--- src/rtl/label_emitter_pkg.sv ---
// Shared types and constants for the label emitter: FSM state encoding and
// the ASCII framing used when a packed 5-bit label is turned back into text.
package label_emitter_pkg;

  typedef enum logic [2:0] {
    ST_IDLE,
    ST_LOOKUP,
    ST_OPEN,
    ST_LETTERS,
    ST_CLOSE,
    ST_DONE,
    ST_ERROR
  } emitter_state_t;

  localparam logic [7:0] QUOTE_CHAR   = 8'h27;
  localparam logic [2:0] LOWER_PREFIX = 3'b011;

  // 5-bit letter code (a=1 .. z=26) to lowercase ASCII.
  function automatic logic [7:0] letter_char(input logic [4:0] code);
    return {LOWER_PREFIX, code};
  endfunction

endpackage

--- src/rtl/label_emitter_table.sv ---
// Label table: shift-in storage of (name, pc) pairs with a combinational
// lookup that returns the lowest-index (newest) valid entry matching a pc.
module label_table
  import label_emitter_pkg::*;
#(
  parameter int NUMBER_LETTERS = 6,
  parameter int NUM_LABELS     = 8,
  parameter int PW             = 10
) (
  input  logic                           clk_i,
  input  logic                           rst_i,
  input  logic                           we_i,
  input  logic [NUMBER_LETTERS-1:0][4:0] wr_name_i,
  input  logic [PW-1:0]                  wr_pc_i,
  input  logic [PW-1:0]                  lookup_pc_i,
  output logic                           hit_o,
  output logic [NUMBER_LETTERS-1:0][4:0] hit_name_o
);

  logic [NUMBER_LETTERS-1:0][4:0] name_q [NUM_LABELS];
  logic [PW-1:0]                  pc_q   [NUM_LABELS];
  logic [NUM_LABELS-1:0]          valid_q;

  always_ff @(posedge clk_i) begin
    if (rst_i) begin
      valid_q <= '0;
      for (int unsigned i = 0; i < NUM_LABELS; i++) begin
        name_q[i] <= '0;
        pc_q[i]   <= '0;
      end
    end else if (we_i) begin
      for (int unsigned i = NUM_LABELS - 1; i > 0; i--) begin
        name_q[i]  <= name_q[i-1];
        pc_q[i]    <= pc_q[i-1];
        valid_q[i] <= valid_q[i-1];
      end
      name_q[0]  <= wr_name_i;
      pc_q[0]    <= wr_pc_i;
      valid_q[0] <= 1'b1;
    end
  end

  // Scan from oldest to newest so the lowest matching index is the last to win.
  always_comb begin
    hit_o      = 1'b0;
    hit_name_o = '0;
    for (int unsigned i = 0; i < NUM_LABELS; i++) begin
      if (valid_q[NUM_LABELS-1-i] && (pc_q[NUM_LABELS-1-i] == lookup_pc_i)) begin
        hit_o      = 1'b1;
        hit_name_o = name_q[NUM_LABELS-1-i];
      end
    end
  end

endmodule

--- src/rtl/label_emitter.sv ---
// Regenerates quoted label text ('name') for a resolved pc+offset target and
// streams it one ASCII character at a time over a valid/ready handshake.
module label_emitter
  import label_emitter_pkg::*;
#(
  parameter  int NUMBER_LINES   = 256,
  parameter  int NUMBER_LETTERS = 6,
  parameter  int NUM_LABELS     = 8,
  localparam int PW             = $clog2(NUMBER_LINES) + 2
) (
  input  logic                           clk_in,
  input  logic                           rst_in,
  input  logic                           label_we,
  input  logic [NUMBER_LETTERS-1:0][4:0] label_name_in,
  input  logic [PW-1:0]                  label_pc_in,
  input  logic                           req_valid,
  output logic                           req_ready,
  input  logic [PW-1:0]                  req_pc,
  input  logic [31:0]                    req_offset,
  output logic [7:0]                     char_out,
  output logic                           char_valid,
  input  logic                           char_ready,
  output logic                           done_flag,
  output logic                           error_flag
);

  localparam int IW = (NUMBER_LETTERS > 1) ? $clog2(NUMBER_LETTERS) : 1;

  emitter_state_t                 state_q, state_d;
  logic [PW-1:0]                  req_pc_q, req_pc_d;
  logic [31:0]                    req_off_q, req_off_d;
  logic [NUMBER_LETTERS-1:0][4:0] name_q, name_d;
  logic [IW-1:0]                  idx_q, idx_d;
  logic [7:0]                     char_out_q, char_out_d;
  logic                           char_valid_q, char_valid_d;
  logic                           done_q, done_d;
  logic                           error_q, error_d;

  logic                           offset_ok;
  logic [PW-1:0]                  target_pc;
  logic                           tbl_hit;
  logic [NUMBER_LETTERS-1:0][4:0] tbl_name;
  logic [IW-1:0]                  first_idx;
  logic                           name_empty;
  logic [IW-1:0]                  idx_dec;

  // Offset must be a sign extension of its low PW bits.
  assign offset_ok = (req_off_q[31:PW-1] == '0) || (req_off_q[31:PW-1] == '1);
  assign target_pc = req_pc_q + req_off_q[PW-1:0];
  assign idx_dec   = idx_q - 1'b1;

  label_table #(
    .NUMBER_LETTERS (NUMBER_LETTERS),
    .NUM_LABELS     (NUM_LABELS),
    .PW             (PW)
  ) u_table (
    .clk_i       (clk_in),
    .rst_i       (rst_in),
    .we_i        (label_we),
    .wr_name_i   (label_name_in),
    .wr_pc_i     (label_pc_in),
    .lookup_pc_i (target_pc),
    .hit_o       (tbl_hit),
    .hit_name_o  (tbl_name)
  );

  // Highest non-zero slot of the latched name: first letter to present.
  always_comb begin
    first_idx  = '0;
    name_empty = 1'b1;
    for (int unsigned i = 0; i < NUMBER_LETTERS; i++) begin
      if (name_q[i] != '0) begin
        first_idx  = IW'(i);
        name_empty = 1'b0;
      end
    end
  end

  always_comb begin
    state_d      = state_q;
    req_pc_d     = req_pc_q;
    req_off_d    = req_off_q;
    name_d       = name_q;
    idx_d        = idx_q;
    char_out_d   = char_out_q;
    char_valid_d = char_valid_q;
    done_d       = 1'b0;
    error_d      = 1'b0;

    unique case (state_q)
      ST_IDLE: begin
        if (req_valid) begin
          req_pc_d  = req_pc;
          req_off_d = req_offset;
          state_d   = ST_LOOKUP;
        end
      end
      ST_LOOKUP: begin
        if (offset_ok && tbl_hit) begin
          name_d       = tbl_name;
          char_out_d   = QUOTE_CHAR;
          char_valid_d = 1'b1;
          state_d      = ST_OPEN;
        end else begin
          error_d = 1'b1;
          state_d = ST_ERROR;
        end
      end
      ST_OPEN: begin
        if (char_ready) begin
          if (name_empty) begin
            char_out_d = QUOTE_CHAR;
            state_d    = ST_CLOSE;
          end else begin
            idx_d      = first_idx;
            char_out_d = letter_char(name_q[first_idx]);
            state_d    = ST_LETTERS;
          end
        end
      end
      ST_LETTERS: begin
        if (char_ready) begin
          if (idx_q == '0) begin
            char_out_d = QUOTE_CHAR;
            state_d    = ST_CLOSE;
          end else begin
            idx_d      = idx_dec;
            char_out_d = letter_char(name_q[idx_dec]);
          end
        end
      end
      ST_CLOSE: begin
        if (char_ready) begin
          char_valid_d = 1'b0;
          done_d       = 1'b1;
          state_d      = ST_DONE;
        end
      end
      ST_DONE:  state_d = ST_IDLE;
      ST_ERROR: state_d = ST_IDLE;
      default:  state_d = ST_IDLE;
    endcase
  end

  always_ff @(posedge clk_in) begin
    if (rst_in) begin
      state_q      <= ST_IDLE;
      req_pc_q     <= '0;
      req_off_q    <= '0;
      name_q       <= '0;
      idx_q        <= '0;
      char_out_q   <= '0;
      char_valid_q <= 1'b0;
      done_q       <= 1'b0;
      error_q      <= 1'b0;
    end else begin
      state_q      <= state_d;
      req_pc_q     <= req_pc_d;
      req_off_q    <= req_off_d;
      name_q       <= name_d;
      idx_q        <= idx_d;
      char_out_q   <= char_out_d;
      char_valid_q <= char_valid_d;
      done_q       <= done_d;
      error_q      <= error_d;
    end
  end

  assign req_ready  = (state_q == ST_IDLE);
  assign char_out   = char_out_q;
  assign char_valid = char_valid_q;
  assign done_flag  = done_q;
  assign error_flag = error_q;

endmodule

--- config.mk ---
export PLATFORM = sky130hd
export DESIGN_NAME = label_emitter
export DESIGN_NICKNAME = d
export VERILOG_FILES = /design/src/rtl/label_emitter_pkg.sv /design/src/rtl/label_emitter_table.sv /design/src/rtl/label_emitter.sv
export SDC_FILE = /design/constraint.sdc
export NUM_CORES = 1
export LEC_CHECK = 0
export CAP_MARGIN = 20
export CORE_MARGIN = 1.5
export CORE_UTILIZATION = 48
export DETAILED_ROUTE_END_ITERATION = 6
export HOLD_SLACK_MARGIN = 0.15
export PLACE_DENSITY = 0.67
export SLEW_MARGIN = 10
export SYNTH_ARGS = -nofsm -noshare
export SYNTH_HDL_FRONTEND = slang
export SYNTH_SLANG_ARGS = --single-unit
--- constraint.sdc ---
create_clock -name clk_in -period 8.8 [get_ports clk_in]
set_clock_uncertainty 0.05 [all_clocks]
set_input_delay 2.64 -clock clk_in [delete_from_list [all_inputs] [get_ports clk_in]]
set_output_delay 2.64 -clock clk_in [all_outputs]
set_load 0.05 [all_outputs]
==> impl_metrics.csv, run 1 <==
group,metric,value,unit
cts,postCtsSetupRepairBufs,0,
floorplan,start_util,0.491,
cts,root_buffer,"clkbuf_16",
synthesis,synth_ff_type,"edfxtp_1",
synthesis,synth-seq-cells,416,
place,port_buffers,97,
synthesis,synthCells,1766,
setup_path,critPathKind,"reg -> reg",
synthesis,synth_warnings,0,
timing,setup_viol,0,
setup_path,path_cells,"ha_1, inv_1, fa_1, xnor2_2, xor2_1, nor4b_1, mux2_2, o211ai_1, or4b_2, buf_4, nand4b_2, o211ai_4, buf_4, nor3b_2, buf_4, a221o_1",
synthesis,syn_area,20200,µm²
routing,dr.pass1.iters,5,
timing,finalCriticalPeriod,5.48,ns
pwr,seq_power_share,0.452,
synthesis,synth_edf_count,320,
pwr,power.density,226,nW/µm²
timing,worst_pin_slew,1.11,ns
run,max_cap_viol_count,0,
pwr,peakVddDrop,0.000163,V
timing,tns,0,ns
pwr,p_clk_frac,0.370,
synthesis,syn-num-nets,1865,
pwr,leakagePower,8.57,nW
grt,track_usage,0.226,
cells_and_area,fillers,3460,
cts,numCtsBuffers,46,
synthesis,ys_seq_area_frac,0.570,
place,dp_hpwl,28700,µm
timing,slew_viol_final,0,
setup_path,crit_fanout,62,
pwr,p_int,3.79,mW
cells_and_area,multi_input_comb_area,8060,µm²
setup_path,reg2regPathDepth,16,
grt,grt_pass1_vias,13800,
synthesis,synthArstFlopShare,0,
timing,rsz0062_at_grt,"false",
place,routabilityCongestion,0.835,
floorplan,die_h,208,µm
setup_path,crit_required,9.27,ns
routing,drc,0,
cts,holdBufCountCts,0,
floorplan,rows,74,
floorplan,core-area,41200,µm²
run_status,status,"finished clean",
floorplan,dieArea,43400,µm²
timing,hold_ws,0.401,ns
pwr,comb_power_share,0.177,
grt,grt_overflow,0,
cts,cts_tree,"done",
setup_path,critical_path.endpoint,"name_q[28]",
setup_path,r2r-end,"name_q[28]",
timing,finalHoldViolations,0,
setup_path,cp.arrival,5.95,ns
cells_and_area,fin_nets,1900,
floorplan,io_pins,99,
setup_path,critPathTopFamily,"simple AND/OR/NAND/NOR gates",
grt,antenna_found_initial,0,
cells_and_area,diodes,0,
cells_and_area,drive_above_1_share,0.0750,
timing,max_freq,182,MHz
setup_path,crit-reg2reg-launch,"req_pc_q[0]",
setup_path,crit_path_max_incr_delay,0.65,ns
routing,wl,48800,µm
cells_and_area,synthToLayoutAreaGrowth,14.5,%
setup_path,end_kind,"flip-flop",
grt,grt_start_max_net_pins,180,
routing,drt_iter0_markers,1202,
cts,clk_path_buf_depth,3,
setup_path,crit_cells,16,
cts,cts_resized,0,
setup_path,path_common_cell,"buf_4",
setup_path,r2r_setup_slack,3.32,ns
routing,wire_per_inst,20.6,µm
synthesis,syn_area_per_cell,11.4,µm²
routing,route.vias.total,14000,
setup_path,cp-startpoint,"req_pc_q[0]",
cts,htree_levels,2,
min_path,worstHoldPathType,"reg -> reg",
setup_path,cp-start-kind,"flip-flop",
synthesis,ys_types,83,
cts,clk_latency,0.58,ns
setup_path,critPathSlowestCell,"or4b_2",
pwr,p_sw,1.43,mW
timing,finalCritPeriodShare,0.623,
routing,ant_nets,0,
floorplan,die_width,208,µm
grt,grt_first_pass_wirelength,77800,µm
setup_path,path_buf_inv,4,
min_path,hold_path_startpoint,"char_out[5]",
cts,path_clk_slew,0.06,ns
pwr,p_sw_frac,0.275,
cts,cts_sinks,416,
timing,maxSlewHeadroom,0.261,
cells_and_area,regArea,11500,µm²
routing,via_per_inst,5.89,
-- synthesized netlist by cell type (29+ instances only) --
cell type,count,area (µm²)
o311ai_0,29,254
nor4b_1,32,280
and2_1,325,2030
nand2_1,139,522
a31oi_1,33,206
clkbuf_1,109,409
nor2_1,70,263
nor2b_1,38,238
nand3_1,36,180
a21oi_1,59,295
edfxtp_1,320,9610
o211ai_1,36,270
a41oi_1,29,254
inv_1,46,173
xnor2_1,36,315
a221o_1,30,300
o22ai_1,30,188
dfxtp_1,96,1920
-- cells by family (layout without fill, tap and decap cells) --
kind of cell	Yosys count	in the layout	share of synthesized area
flip-flops	416	416	0.570
other	1	1	0.000186
XOR/XNOR	79	79	0.0476
AND/OR/NAND/NOR	731	731	0.204
adder cells (fa/ha/maj)	12	12	0.00780
multiplexers	31	31	0.0189
AO/OA/AOI/OAI	317	317	0.116
buffers and inverters	179	252	0.0351
-- power by group through the flow --
| stage | registers (mW) | clock network, mW | logic (mW) |
|---|---|---|---|
| 2_1_floorplan | 2.40 | 0 | 0.631 |
| 3_3_place_gp | 2.39 | 0 | 0.892 |
| 3_5_place_dp | 2.40 | 0 | 0.910 |
| 4_1_cts | 2.36 | 1.97 | 0.914 |
| 5_1_grt | 2.38 | 2.04 | 1.01 |
| 6_report | 2.36 | 1.93 | 0.926 |
-- final cells by class --
cell class                 instances  share of cell area
clock buffer                      68              0.0564
clock inverter                    18             0.00914
inverter                          47             0.00762
multi-input combinational       1171               0.348
sequential                       416               0.498
tap                              532              0.0288
timing repair buffer             119              0.0515
-- per-stage QoR --
stage	power, mW	utilization	cells	instance area, µm²	setup WS, ns
2_1_floorplan	3.03	-	1766	20200	0.836
3_3_place_gp	3.29	0.524	2282	21600	3.32
3_5_place_dp	3.31	0.524	2282	21600	3.20
4_1_cts	5.24	0.560	2368	23100	3.23
5_1_grt	5.43	0.562	2371	23100	2.98
6_report	5.22	0.562	2371	23100	3.32
-- cells in the final DEF, fill, tap and decap left out, drive strengths merged, types with 7 or more instances in the layout --
cell type      instances
o22ai                 31
a21oi                 61
and2                 325
inv                   47
xor2                  23
o211ai                37
or4                   13
nor3                  16
nor2b                 38
nor2                  71
nor4                  16
nand3                 36
xnor2                 39
a31oi                 33
o311ai                29
nand2b                 7
clkdlybuf4s50         96
a41oi                 30
edfxtp               320
mux2i                 19
xnor3                 15
clkinv                14
ha                    11
a221o                 30
clkbuf                68
buf                   23
nor4b                 32
dfxtp                 96
nand2                139
nand4                 13
mux2                   7
o21ai                 20
or2                    7
-- state kept, by name, indices dropped and copies added, names as in the netlist --
signal / cells
u_table.valid_q: 8
state_q: 3
req_pc_q: 10
done_flag: 1
char_out: 7
idx_q: 3
req_off_q: 32
name_q: 30
error_flag: 1
char_valid: 1
u_table.pc_q: 80
u_table.name_q: 240
-- worst min path at each step --
stage                               to  slack, ns  cells after the start
final                      char_out[5]       0.40                      2
after global routing      req_off_q[3]       0.43                      2
after CTS                  char_out[5]       0.40                      2
after detailed placement   char_out[5]       0.39                      2
after global placement     char_out[5]       0.39                      2
after floorplan           req_off_q[0]       0.39                      2
-- worst register-to-register path, stage by stage (launching register included) --
cell and delay, ns:
dfxtp_1 0.33, ha_1 0.19, inv_1 0.06, fa_1 0.42
xnor2_2 0.56, xor2_1 0.19, nor4b_1 0.33, mux2_2 0.21
o211ai_1 0.12, or4b_2 0.65, buf_4 0.37, nand4b_2 0.26
o211ai_4 0.10, buf_4 0.32, nor3b_2 0.57, buf_4 0.45
a221o_1 0.26
-- per-layer routing --
metal | vias up | GRT usage | wire length [µm]
li1 | 6537 | - | -
met1 | 6851 | 0.308 | 21200
met2 | 468 | 0.368 | 23000
met3 | 98 | 0.0353 | 2920
met4 | 0 | 0.0833 | 1660
met5 | - | 0 | 0
No activity file was read; power rests on OpenSTA's default activity.
==> inputs of run 2 (changes only) <==
==> constraint.sdc (replaced) <==
create_clock -name clk_in -period 5.1 [get_ports clk_in]
set_clock_uncertainty 0.05 [all_clocks]
set_input_delay 1.53 -clock clk_in [delete_from_list [all_inputs] [get_ports clk_in]]
set_output_delay 1.53 -clock clk_in [all_outputs]
set_load 0.05 [all_outputs]
==> run 2 against run 1 <==
Combinational power grew 73%. Cell count rose by 0.80%. Cell area up 1.0%. Sequential power increased by 73%. First-iteration DRC count increased by 6.2%. Fmax rose by 22%. Register-to-register slack worse by 2.7 ns. Sequential cell count stayed put. Routed wire length grew 1.8%. Critical path depth fell by 1. Global-route usage rose by 0.50 points.
==> impl_metrics.csv, run 2 (synthesis results as in run 1) <==
group,metric,value,unit
pwr,leakagePower,8.70,nW
floorplan,core-area,41200,µm²
timing,setup_viol,0,
pwr,p_clk_frac,0.376,
cts,path_clk_slew,0.06,ns
routing,wire_per_inst,20.8,µm
timing,maxSlewHeadroom,0.288,
cts,root_buffer,"clkbuf_16",
cts,htree_levels,2,
cts,numCtsBuffers,46,
grt,grt_start_max_net_pins,88,
cts,clk_latency,0.59,ns
timing,worst_pin_slew,1.06,ns
routing,drt_iter0_markers,1276,
cells_and_area,layout_commonest_cell,"and2_1",
place,dpl_cell_area,21800,µm²
cts,cts_tree,"done",
pwr,p_sw,2.51,mW
grt,grt_pass1_vias,13900,
timing,tns,0,ns
cts,cts_resized,0,
routing,dr.pass1.iters,7,
routing,drc,0,
cts,postCtsSetupRepairBufs,0,
timing,finalCritPeriodShare,0.879,
grt,grt_first_pass_wirelength,79300,µm
floorplan,die_width,208,µm
floorplan,rows,74,
cells_and_area,largest_reg_flops,240,
cells_and_area,largestRegisters,"u_table.name_q x240, u_table.pc_q x80, req_off_q x32",
cells_and_area,drive_above_1_share,0.0867,
place,port_buffers,97,
pwr,seq_power_share,0.448,
routing,wl,49700,µm
cells_and_area,multi_input_comb_area,8030,µm²
setup_path,crit_required,5.57,ns
run_status,status,"finished clean",
floorplan,io_pins,99,
timing,rsz0062_at_grt,"false",
grt,grt_overflow,0,
setup_path,critPathKind,"reg -> reg",
pwr,p_sw_frac,0.275,
cells_and_area,diodes,0,
setup_path,end_kind,"flip-flop",
floorplan,start_util,0.491,
pwr,power.density,390,nW/µm²
timing,max_freq,223,MHz
cells_and_area,fin_nets,1919,
cts,cts_sinks,416,
cells_and_area,largest-register,"u_table.name_q",
cells_and_area,mostFrequentLayoutCells,"and2_1, edfxtp_1, nand2_1",
cells_and_area,regArea,11500,µm²
cells_and_area,fin_area,23400,µm²
cts,clk_path_buf_depth,3,
setup_path,cp-start-kind,"flip-flop",
timing,finalHoldViolations,0,
pwr,p_int,6.61,mW
run,max_cap_viol_count,0,
routing,via_per_inst,5.88,
cells_and_area,synthToLayoutAreaGrowth,15.7,%
timing,finalCriticalPeriod,4.48,ns
pwr,comb_power_share,0.176,
grt,track_usage,0.231,
timing,slew_viol_final,0,
grt,antenna_found_initial,0,
floorplan,dieArea,43400,µm²
pwr,peakVddDrop,0.000255,V
routing,route.vias.total,14100,
place,dp_hpwl,31100,µm
routing,ant_nets,0,
setup_path,crit_fanout,61,
cts,holdBufCountCts,0,
cells_and_area,fillers,3425,
floorplan,die_h,208,µm
setup_path,cp.arrival,4.95,ns
min_path,worstHoldPathType,"reg -> reg",
place,routabilityCongestion,0.860,
-- run 2: cell types whose count changed in the layout (fill, tap and decap cells not counted), moves of 2 or more --
cell / delta
xor2_4: -2
buf_4: +13
clkinvlp_4: +3
or4_1: +2
buf_12: +7
xor2_2: +2
clkbuf_8: +2
clkinv_8: -2
clkinv_1: -3
clkbuf_1: -5
or4_2: -2
clkinv_4: +3
-- run 2: layout make-up --
cell class	instances	share of cell area
flip-flops and latches	416	0.493
multi-input cells	1171	0.343
repair buffers	138	0.0599
clock buffers	66	0.0573
well taps	532	0.0285
clock inverters	20	0.0103
inverters	47	0.00754
-- run 2: per-stage QoR --
| step | worst slack, ns | instances | hold WS (ns) | total power, mW | utilization |
|---|---|---|---|---|---|
| CTS | 0.629 | 2390 | 0.412 | 9.20 | 0.568 |
| floorplan | 0.0103 | 1766 | 0.390 | 5.22 | - |
| global placement | 0.750 | 2304 | 0.394 | 5.71 | 0.529 |
| detailed placement | 0.676 | 2304 | 0.400 | 5.75 | 0.529 |
| global route | 0.327 | 2390 | 0.423 | 9.49 | 0.568 |
| finish | 0.618 | 2390 | 0.410 | 9.12 | 0.568 |
-- run 2: worst paths after layout --
| kind | startpoint | to | slack (ns) | depth (start not counted) |
|---|---|---|---|---|
| max | req_pc_q[0] | name_q[6] | 0.62 | 15 |
| min | req_off_q[8] | req_off_q[8] | 0.41 | 2 |
| max reg2reg | req_pc_q[0] | name_q[6] | 0.62 | 15 |
| min reg2reg | req_off_q[8] | req_off_q[8] | 0.41 | 2 |
-- run 2: worst max-delay path: stages (launching register included) --
cell	delay, ns
dfxtp_1	0.34
ha_1	0.17
inv_1	0.06
fa_1	0.42
xnor2_2	0.39
buf_4	0.22
xor2_1	0.08
nor4_1	0.31
mux2_2	0.21
nand2_1	0.07
or4_4	0.65
o2111ai_2	0.37
o211ai_4	0.11
buf_4	0.32
nor4b_1	0.40
a221o_1	0.16
-- run 2: power by group through the flow --
stage / Clock (mW) / Sequential, mW / Combinational, mW
final: 3.43 / 4.08 / 1.60
after global routing: 3.64 / 4.11 / 1.74
after CTS: 3.50 / 4.08 / 1.61
after detailed placement: 0 / 4.15 / 1.60
after global placement: 0 / 4.14 / 1.57
after floorplan: 0 / 4.13 / 1.09
-- run 2: layer usage --
| metal | wire (µm) | global-route usage | part of all wire | vias up |
|---|---|---|---|---|
| li1 | - | - | - | 6573 |
| met1 | 21700 | 0.313 | 0.44 | 6953 |
| met2 | 23800 | 0.377 | 0.48 | 433 |
| met3 | 2650 | 0.0334 | 0.053 | 101 |
| met4 | 1660 | 0.0919 | 0.033 | 0 |
| met5 | 0 | 0 | 0 | - |
